$ cat src/rtl/rpsc_interlock_bank.sv
// ============================================================================
//  Module      : rpsc_interlock_bank
//  Description : Parametrised interlock input bank. Each channel has a 2-FF
//                synchroniser, per-channel polarity, consecutive-cycle
//                debounce, optional hold-until-clear latching and a
//                registered LED annunciator drive with lamp test. The bank
//                also records the first fault (lowest index wins) and keeps
//                a saturating count of latched rising edges.
//  Revision    : 1.0  initial release
// ============================================================================
`default_nettype none

module rpsc_interlock_bank #(
    parameter int              N_CH            = 16,
    parameter int              DEBOUNCE_CYCLES = 4,
    parameter int              CNT_W           = 8,
    parameter logic [N_CH-1:0] ACTIVE_LOW_MASK = '0,
    parameter logic [N_CH-1:0] LATCH_MASK      = '1
) (
    input  logic                     clk,
    input  logic                     reset,
    input  logic [N_CH-1:0]          i_raw,
    input  logic                     reset_hold_error,
    input  logic                     LA_TEST,
    output logic [N_CH-1:0]          o_fault_live,
    output logic [N_CH-1:0]          o_fault_latched,
    output logic [N_CH-1:0]          o_la,
    output logic                     o_any_fault,
    output logic                     o_first_valid,
    output logic [$clog2(N_CH)-1:0]  o_first_idx,
    output logic [CNT_W-1:0]         o_trip_count
);

    localparam int              c_IDX_W    = $clog2(N_CH);
    // Counter value on which a further mismatch flips the debounced state.
    localparam logic [CNT_W-1:0] c_DB_LAST = CNT_W'(DEBOUNCE_CYCLES - 1);
    localparam logic [CNT_W-1:0] c_TRIP_MAX = '1;
    // Wide enough for the trip count plus up to 64 simultaneous rises.
    localparam int              c_SUM_W    = ((CNT_W > 7) ? CNT_W : 7) + 1;

    logic [N_CH-1:0]     r_sync1;
    logic [N_CH-1:0]     r_sync2;
    logic [N_CH-1:0]     r_live;
    logic [N_CH-1:0]     r_latched;
    logic [N_CH-1:0]     r_la;
    logic                r_first_valid;
    logic [c_IDX_W-1:0]  r_first_idx;
    logic [CNT_W-1:0]    r_trip_count;

    logic [N_CH-1:0]     w_fault;
    logic [N_CH-1:0]     w_live_nxt;
    logic [N_CH-1:0]     w_latched_nxt;
    logic [N_CH-1:0]     w_rise;
    logic [c_SUM_W-1:0]  w_rise_sum;
    logic [c_SUM_W-1:0]  w_trip_total;
    logic [CNT_W-1:0]    w_trip_nxt;
    logic [c_IDX_W-1:0]  w_low_idx;

    // Two-stage synchroniser; idles at the non-fault level of each channel.
    always_ff @(posedge clk or posedge reset) begin
        if (reset) begin
            r_sync1 <= ACTIVE_LOW_MASK;
            r_sync2 <= ACTIVE_LOW_MASK;
        end else begin
            r_sync1 <= i_raw;
            r_sync2 <= r_sync1;
        end
    end

    // Normalise polarity so that 1 always means fault downstream.
    assign w_fault = r_sync2 ^ ACTIVE_LOW_MASK;

    generate
        for (genvar g = 0; g < N_CH; g++) begin : g_ch
            logic [CNT_W-1:0] r_db_cnt;
            logic             w_mismatch;
            logic             w_flip;

            assign w_mismatch    = w_fault[g] ^ r_live[g];
            assign w_flip        = w_mismatch && (r_db_cnt == c_DB_LAST);
            assign w_live_nxt[g] = r_live[g] ^ w_flip;

            // Count consecutive disagreeing cycles; any agreement restarts it.
            always_ff @(posedge clk or posedge reset) begin
                if (reset) begin
                    r_db_cnt <= '0;
                end else if (!w_mismatch || w_flip) begin
                    r_db_cnt <= '0;
                end else begin
                    r_db_cnt <= r_db_cnt + 1'b1;
                end
            end

            if (LATCH_MASK[g]) begin : g_hold
                // A fault present this edge always wins over the clear.
                assign w_latched_nxt[g] = w_live_nxt[g] |
                                          (r_latched[g] & ~reset_hold_error);
            end else begin : g_follow
                assign w_latched_nxt[g] = w_live_nxt[g];
            end
        end
    endgenerate

    assign w_rise = w_latched_nxt & ~r_latched;

    // Number of latched bits rising this edge, added to the saturating count.
    always_comb begin
        w_rise_sum = '0;
        for (int i = 0; i < N_CH; i++) begin
            w_rise_sum = w_rise_sum + c_SUM_W'(w_rise[i]);
        end
        w_trip_total = c_SUM_W'(r_trip_count) + w_rise_sum;
        if (w_trip_total > c_SUM_W'(c_TRIP_MAX)) begin
            w_trip_nxt = c_TRIP_MAX;
        end else begin
            w_trip_nxt = w_trip_total[CNT_W-1:0];
        end
    end

    // Lowest set index of the registered latched vector.
    always_comb begin
        w_low_idx = '0;
        for (int i = N_CH - 1; i >= 0; i--) begin
            if (r_latched[i]) begin
                w_low_idx = c_IDX_W'(i);
            end
        end
    end

    // Debounced and held fault state update together on the same edge.
    always_ff @(posedge clk or posedge reset) begin
        if (reset) begin
            r_live    <= '0;
            r_latched <= '0;
        end else begin
            r_live    <= w_live_nxt;
            r_latched <= w_latched_nxt;
        end
    end

    // Saturating trip counter; the clear takes priority over any increment.
    always_ff @(posedge clk or posedge reset) begin
        if (reset) begin
            r_trip_count <= '0;
        end else if (reset_hold_error) begin
            r_trip_count <= '0;
        end else begin
            r_trip_count <= w_trip_nxt;
        end
    end

    // First-fault record, frozen once captured until the hold clear.
    always_ff @(posedge clk or posedge reset) begin
        if (reset) begin
            r_first_valid <= 1'b0;
            r_first_idx   <= '0;
        end else if (reset_hold_error) begin
            r_first_valid <= 1'b0;
        end else if (!r_first_valid && (|r_latched)) begin
            r_first_valid <= 1'b1;
            r_first_idx   <= w_low_idx;
        end
    end

    // Annunciator drive; lamp test lights everything without touching state.
    always_ff @(posedge clk or posedge reset) begin
        if (reset) begin
            r_la <= '0;
        end else if (LA_TEST) begin
            r_la <= '1;
        end else begin
            r_la <= r_latched;
        end
    end

    assign o_fault_live    = r_live;
    assign o_fault_latched = r_latched;
    assign o_la            = r_la;
    assign o_any_fault     = |r_latched;
    assign o_first_valid   = r_first_valid;
    assign o_first_idx     = r_first_idx;
    assign o_trip_count    = r_trip_count;

endmodule

`default_nettype wire
$ cat config.mk
export PLATFORM = sky130hd
export DESIGN_NAME = rpsc_interlock_bank
export DESIGN_NICKNAME = d
export VERILOG_FILES = /design/src/rtl/rpsc_interlock_bank.sv
export SDC_FILE = /design/constraint.sdc
export NUM_CORES = 1
export LEC_CHECK = 0
export ABC_CLOCK_PERIOD_IN_PS = 6200
export BUFFER_PORTS_ARGS = -buffer_cell sky130_fd_sc_hd__buf_4
export CAP_MARGIN = 5
export CORE_UTILIZATION = 29
export DETAILED_ROUTE_END_ITERATION = 7
export GPL_TIMING_DRIVEN = 0
export PLACE_DENSITY = 0.44
export SYNTH_ARGS = -nofsm -noshare
export SYNTH_HDL_FRONTEND = slang
export SYNTH_SLANG_ARGS = --single-unit
$ cat constraint.sdc
create_clock -name clk -period 6.2 [get_ports clk]
set_input_delay 0.31 -clock clk [delete_from_list [all_inputs] [get_ports clk]]
set_output_delay 0.31 -clock clk [all_outputs]
set_load 0.005 [all_outputs]
# Word-level counts from Yosys, hierarchy flattened

Cells that the tools add are included.

ROM bits: 0
Logic and storage cells: 230
Memory bits (writable): 0
Latch bits: 0
Output and inout port bits: 62
Bits of input ports: 20
Memories kept: 0
Register bits: 221

Bitwise operators: 67
Multiplexer cells: 37
Shift operators: 0
Divide/modulo/power cells: 0
Add/subtract/negate cells: 32
Order comparisons: 1
Reductions and logical operators: 53
Multiply operators: 0
Equality and inequality tests: 16

Operator list:

| cell                                                                  | count |
|---|---|
| 8-bit two-way mux                                                     | 18 |
| 8-bit by 1-bit adder with 8-bit output (second input constant)        | 16 |
| 8-bit by 2-bit == test with 1-bit output (second input constant)      | 16 |
| 4-bit two-way mux                                                     | 16 |
| 9-bit by 1-bit adder with 9-bit output                                | 7 |
| 1-bit bitwise XOR                                                     | 32 |
| 1-bit logical AND                                                     | 17 |
| 1-bit logical NOT                                                     | 17 |
| 1-bit AND                                                             | 16 |
| 16-bit AND                                                            | 1 |
| 1-bit logical OR                                                      | 16 |
| 16-bit two-way mux                                                    | 1 |
| 16-bit NOT                                                            | 1 |
| 1-bit OR                                                              | 16 |
| 16-bit OR reduction                                                   | 1 |
| 8-bit by 1-bit adder with 9-bit output                                | 1 |
| 8-bit by 9-bit adder with 9-bit output                                | 1 |
| 9-bit by 8-bit > comparator with 1-bit output (second input constant) | 1 |
| 7-bit by 1-bit adder with 8-bit output                                | 1 |
| 6-bit by 1-bit adder with 7-bit output                                | 1 |
| 5-bit by 1-bit adder with 6-bit output                                | 1 |
| 4-bit by 1-bit adder with 5-bit output                                | 1 |
| 3-bit by 1-bit adder with 4-bit output                                | 1 |
| 2-bit by 1-bit adder with 3-bit output                                | 1 |
| other kinds (5)                                                       | 6 |

# Longest topological paths before layout

Depth after elaboration: 24
Depth in mapped cells: 21
Depth with buffers taken out: 21

# Least setup slack after synthesis

No wires, ideal clock.

Path kind: register to register
Start point: register g_ch[0].r_db_cnt[0]
End point: register r_trip_count[4] (netlist: o_trip_count[4])
Stages on the path, launching flop included: 20
Buffers on the path: 0
Setup time: 0.118 ns
Period minus slack after synthesis: 4.860 ns
Arrival: 4.742 ns
Path slack: 1.340 ns
Data required time: 6.082 ns
Cells stage by stage: dfrtp_1 ha_1 nor3b_1 nand2_1 mux2i_1 nor2_1 fa_1 inv_1 fa_1 fa_1 inv_1 fa_1 fa_1 inv_1 fa_1 nand2b_1 a21oi_1 o21bai_1 o21ai_0 nor2b_1

Word-level cells in the longest chain between the ends: 24

Ends and longest elaborated chain:

| what                                                   | RTL line | RTL |
|---|---|---|
| from (decl)                                            | 75       | `logic [CNT_W-1:0] r_db_cnt;` |
| from (signal assigned)                                 | 90       | `r_db_cnt <= r_db_cnt + 1'b1;` |
| 8-bit by 2-bit == test with 1-bit output *             | 80       | `assign w_flip = w_mismatch && (r_db_cnt == c_DB_LAST);` |
| 1-bit logical AND *                                    | 80       |  |
| 1-bit bitwise XOR *                                    | 81       | `assign w_live_nxt[g] = r_live[g] ^ w_flip;` |
| 1-bit OR *                                             | 96       | `assign w_latched_nxt[g] = w_live_nxt[g] \|` |
| 16-bit AND *                                           | 104      | `assign w_rise = w_latched_nxt & ~r_latched;` |
| 1-bit by 1-bit adder with 2-bit output *               | 110      | `w_rise_sum = w_rise_sum + c_SUM_W'(w_rise[i]);` |
| 2-bit by 1-bit adder with 3-bit output *               | 110      |  |
| 3-bit by 1-bit adder with 4-bit output *               | 110      |  |
| [... 2 more ...]                                       | --       |  |
| 6-bit by 1-bit adder with 7-bit output *               | 110      |  |
| 7-bit by 1-bit adder with 8-bit output *               | 110      |  |
| 8-bit by 1-bit adder with 9-bit output *               | 110      |  |
| 9-bit by 1-bit adder with 9-bit output * (7 in series) | 110      |  |
| 8-bit by 9-bit adder with 9-bit output *               | 112      | `w_trip_total = c_SUM_W'(r_trip_count) + w_rise_sum;` |
| 9-bit by 8-bit > comparator with 1-bit output          | 113      | `if (w_trip_total > c_SUM_W'(c_TRIP_MAX)) begin` |
| 8-bit two-way mux *                                    | 113      |  |
| 8-bit two-way mux *                                    | 145      | `end else if (reset_hold_error) begin` |
| to (signal assigned)                                   | 148      | `r_trip_count <= w_trip_nxt;` |
| to (decl)                                              | 48       | `logic [CNT_W-1:0] r_trip_count;` |

Mark *: on every way between the ends. The rest lies on a longest branch, timed or not.
A chain may end at the register's enable or synchronous reset.

# Worst setup path after layout

Ends and elaborated chain as after synthesis.

==> results.ini <==
[outcome]
status=finished clean

[detailed_routing]
first_iter_violations=299
remaining_drc_errors=0
antenna_left=0
num_vias=6291
first_pass_iters=4
viasPerCell=4.36
drt-total-wl_um=20100
routedWlPerCell_um=13.9

[synth]
synth.area.top_cells=dfrtp_1, xor2_1, nor2_1, nand3_1, ha_1
synth.top_cell.area_share_pct=58.3
yosysSeqAreaShare_pct=58.3
synthArstFlopShare_pct=100
yosysTopAreaCell=dfrtp_1
ys_seq_elements=221
syn_nets=911
yosys_most_used_dff=dfrtp_1
post-synth-top-count-cell=dfrtp_1
synth_edf_count=0
ys_top_cells_by_count=dfrtp_1, nor2_1, xor2_1
avgSynthCellArea_um2=11.1
ys_warn_count=0
synth.cell_area_um2=9490
ys_types=36
syn_inst=855

[critical_path]
start_kind=flip-flop
rr_worst_depth=19
path_cells=ha_1 > nor3b_1 > nand2_1 > mux2i_1 > nor2_1 > fa_1 > inv_1 > fa_1 > fa_1 > inv_1 > fa_1 > fa_1 > inv_1 > fa_1 > nand2b_1 > a21oi_1 > o21bai_1 > o21ai_0 > nor2b_1
cp_slowest_cell=fa_1
worstSetupPathType=flip-flop to flip-flop
slowest_delay_ps=540
cp_common_cell=fa_1
critPathArrivalTime_ps=5900
required_ps=6610
cp-end-kind=flip-flop
cp_max_fo=6

[sta]
finalSetupTns_ps=0
finalCritPeriodShare_pct=88.4
timing.hold.ws_ps=41.2
worstMarginPinSlew_ps=676
report.final.hold_viol_count=0
slew_headroom_pct=54.9
setup_viol=0
finClkSkew_ps=5.21
layout_setup_ws_ps=716
slew_violations=0
rsz0062_at_grt=no
min_period_ps=5480
fmax_ghz=0.182

[power]
leakagePower_nw=5.75
p_per_area_nw_per_um2=471
power.total_mw=5.59
ir_worst_vdd_mv=0.235

[worst_hold_path]
whs_path_depth=2
min-delay-path-class=primary input to flip-flop

[clock_tree]
cts_tree=yes
clkTransAtPathRegs_ps=60
cts_num_sinks=221
cts_buffers=27
cts_max_path_buffers=3
cts_max_level=1
root_buffer=clkbuf_16
postCtsResizedCells=0
clk_latency_ps=520

[grt]
overflow=0
antenna_found_initial=1
grt_pass1_wl_um=33500
grt_pass1_vias=6375
grt_max_degree=40
grt_usage_pct=12.5

[placed_design]
dp.cells=1377
port_buffers=81
place_congestion=0.737
dp_hpwl_um=14100
placed_area_um2=10800
pre_cts_ws_ps=661

[floorplanning]
die_x_um=183
initial_core_util_pct=29.8
dieArea_um2=33400
io-pin-count=82
rows=65
fp.coreArea_um2=31900
die_y_um=183

[final_layout]
final_cells=1443
antenna_cells=0
syn_to_final_growth_pct=25.2
drive_gt1_share_pct=15.4
final_util_pct=37.2
design_area_um2=11900
final_net_count=1044
regArea_um2=5530
multi_input_area_um2=3730
n_fill_cell=3230

[run]
drv_cap=0

==> where the power goes <==
group | internal [mW] | total [mW] | switching [mW]
Sequential | 1.73 | 2.07 | 0.338
Combinational | 0.840 | 1.87 | 1.03
Clock | 1.04 | 1.66 | 0.617
Total | 3.61 | 5.59 | 1.98
==> cells by family (layout without fill, tap and decap cells) <==
family,Yosys count,after routing,share of synthesized area (%)
AO/OA/AOI/OAI,47,47,2.90
XOR/XNOR,115,115,10.6
adder cells (fa/ha/maj),36,36,5.70
buffers and inverters,59,212,2.33
flip-flops,221,221,58.3
multiplexers,16,16,1.69
AND/OR/NAND/NOR,361,361,18.5
==> critical path: cells and delay by family, from the launching register on <==
kind / cells / cell delay [ps]
buffers and inverters: 3 / 210
flip-flops: 1 / 410
adder cells (fa/ha/maj): 7 / 2980
AND/OR/NAND/NOR: 5 / 670
AO/OA/AOI/OAI: 3 / 700
multiplexers: 1 / 370
==> flip-flops by register name (all words and copies together), names as in the netlist <==
register	cells
o_la	16
o_first_valid	1
o_fault_live	16
r_sync2	16
o_trip_count	8
o_fault_latched	16
o_first_idx	4
g_ch.r_db_cnt	128
r_sync1	16
==> cells in the final DEF, fill, tap and decap left out, types with 2 or more instances in the layout <==
cell           synthesis  final
ha_1                  24     24
dfrtp_1              221    221
nor2b_1                2      2
a211oi_1               2      2
and3_1                47     47
nor4_2                 2      2
nor3b_1                4      4
nor3_1                 2      2
buf_12                 0      6
clkbuf_8               0      3
nand3_1               80     80
clkbuf_16              0     27
nand2b_1               2      2
xor2_1                87     87
a21oi_1               12     12
bufinv_16              0      5
o211ai_1               2      2
inv_1                 56     55
fa_1                  12     12
or2_1                  5      5
nand2_1               38     38
nor4_1                18     18
clkbuf_1               3      6
mux2i_1               16     16
nor2_1               141    141
o21ai_0               23     23
clkinv_2               0      9
xnor2_1               28     28
buf_4                  0     81
dlygate4sd3_1          0     17
or2_2                 16     16
clkinvlp_4             0      2
==> metal layers <==
layer	share of wire [%]	global-route usage, %
met5	0	0
met4	2.1	2.97
met3	4.0	2.48
met2	45	20.6
met1	48	16.8
==> cell type report <==
type / count / share of cell area [%]
Inverter: 56 / 1.80
Multi-Input combinational cell: 575 / 31.5
Clock buffer: 33 / 6.13
Sequential cell: 221 / 46.6
Buffer: 3 / 0.0948
Clock inverter: 16 / 1.78
Timing Repair Buffer: 104 / 7.57
Tap cell: 435 / 4.58
==> final timing paths <==
| check | start | to | slack [ps] |
|---|---|---|---|
| worst max-delay path | g_ch[0].r_db_cnt[0] | o_trip_count[4] | 720 |
| min in group asynchronous | reset | r_sync1[0] | 400 |
| worst min-delay path | reset_hold_error | o_trip_count[4] | 40 |
| worst max register to register | g_ch[0].r_db_cnt[0] | o_trip_count[4] | 720 |
| worst min register to register | r_sync1[2] | r_sync2[2] | 340 |
| max in group asynchronous | reset | g_ch[13].r_db_cnt[1] | 4690 |
==> what timing repair did <==
action                                 4_1_cts  5_1_grt
hold buffers                                17        0
buffers inserted                             0        0
endpoints found under the hold margin       36        0
Note: power is estimated with default switching activity, not from simulation.
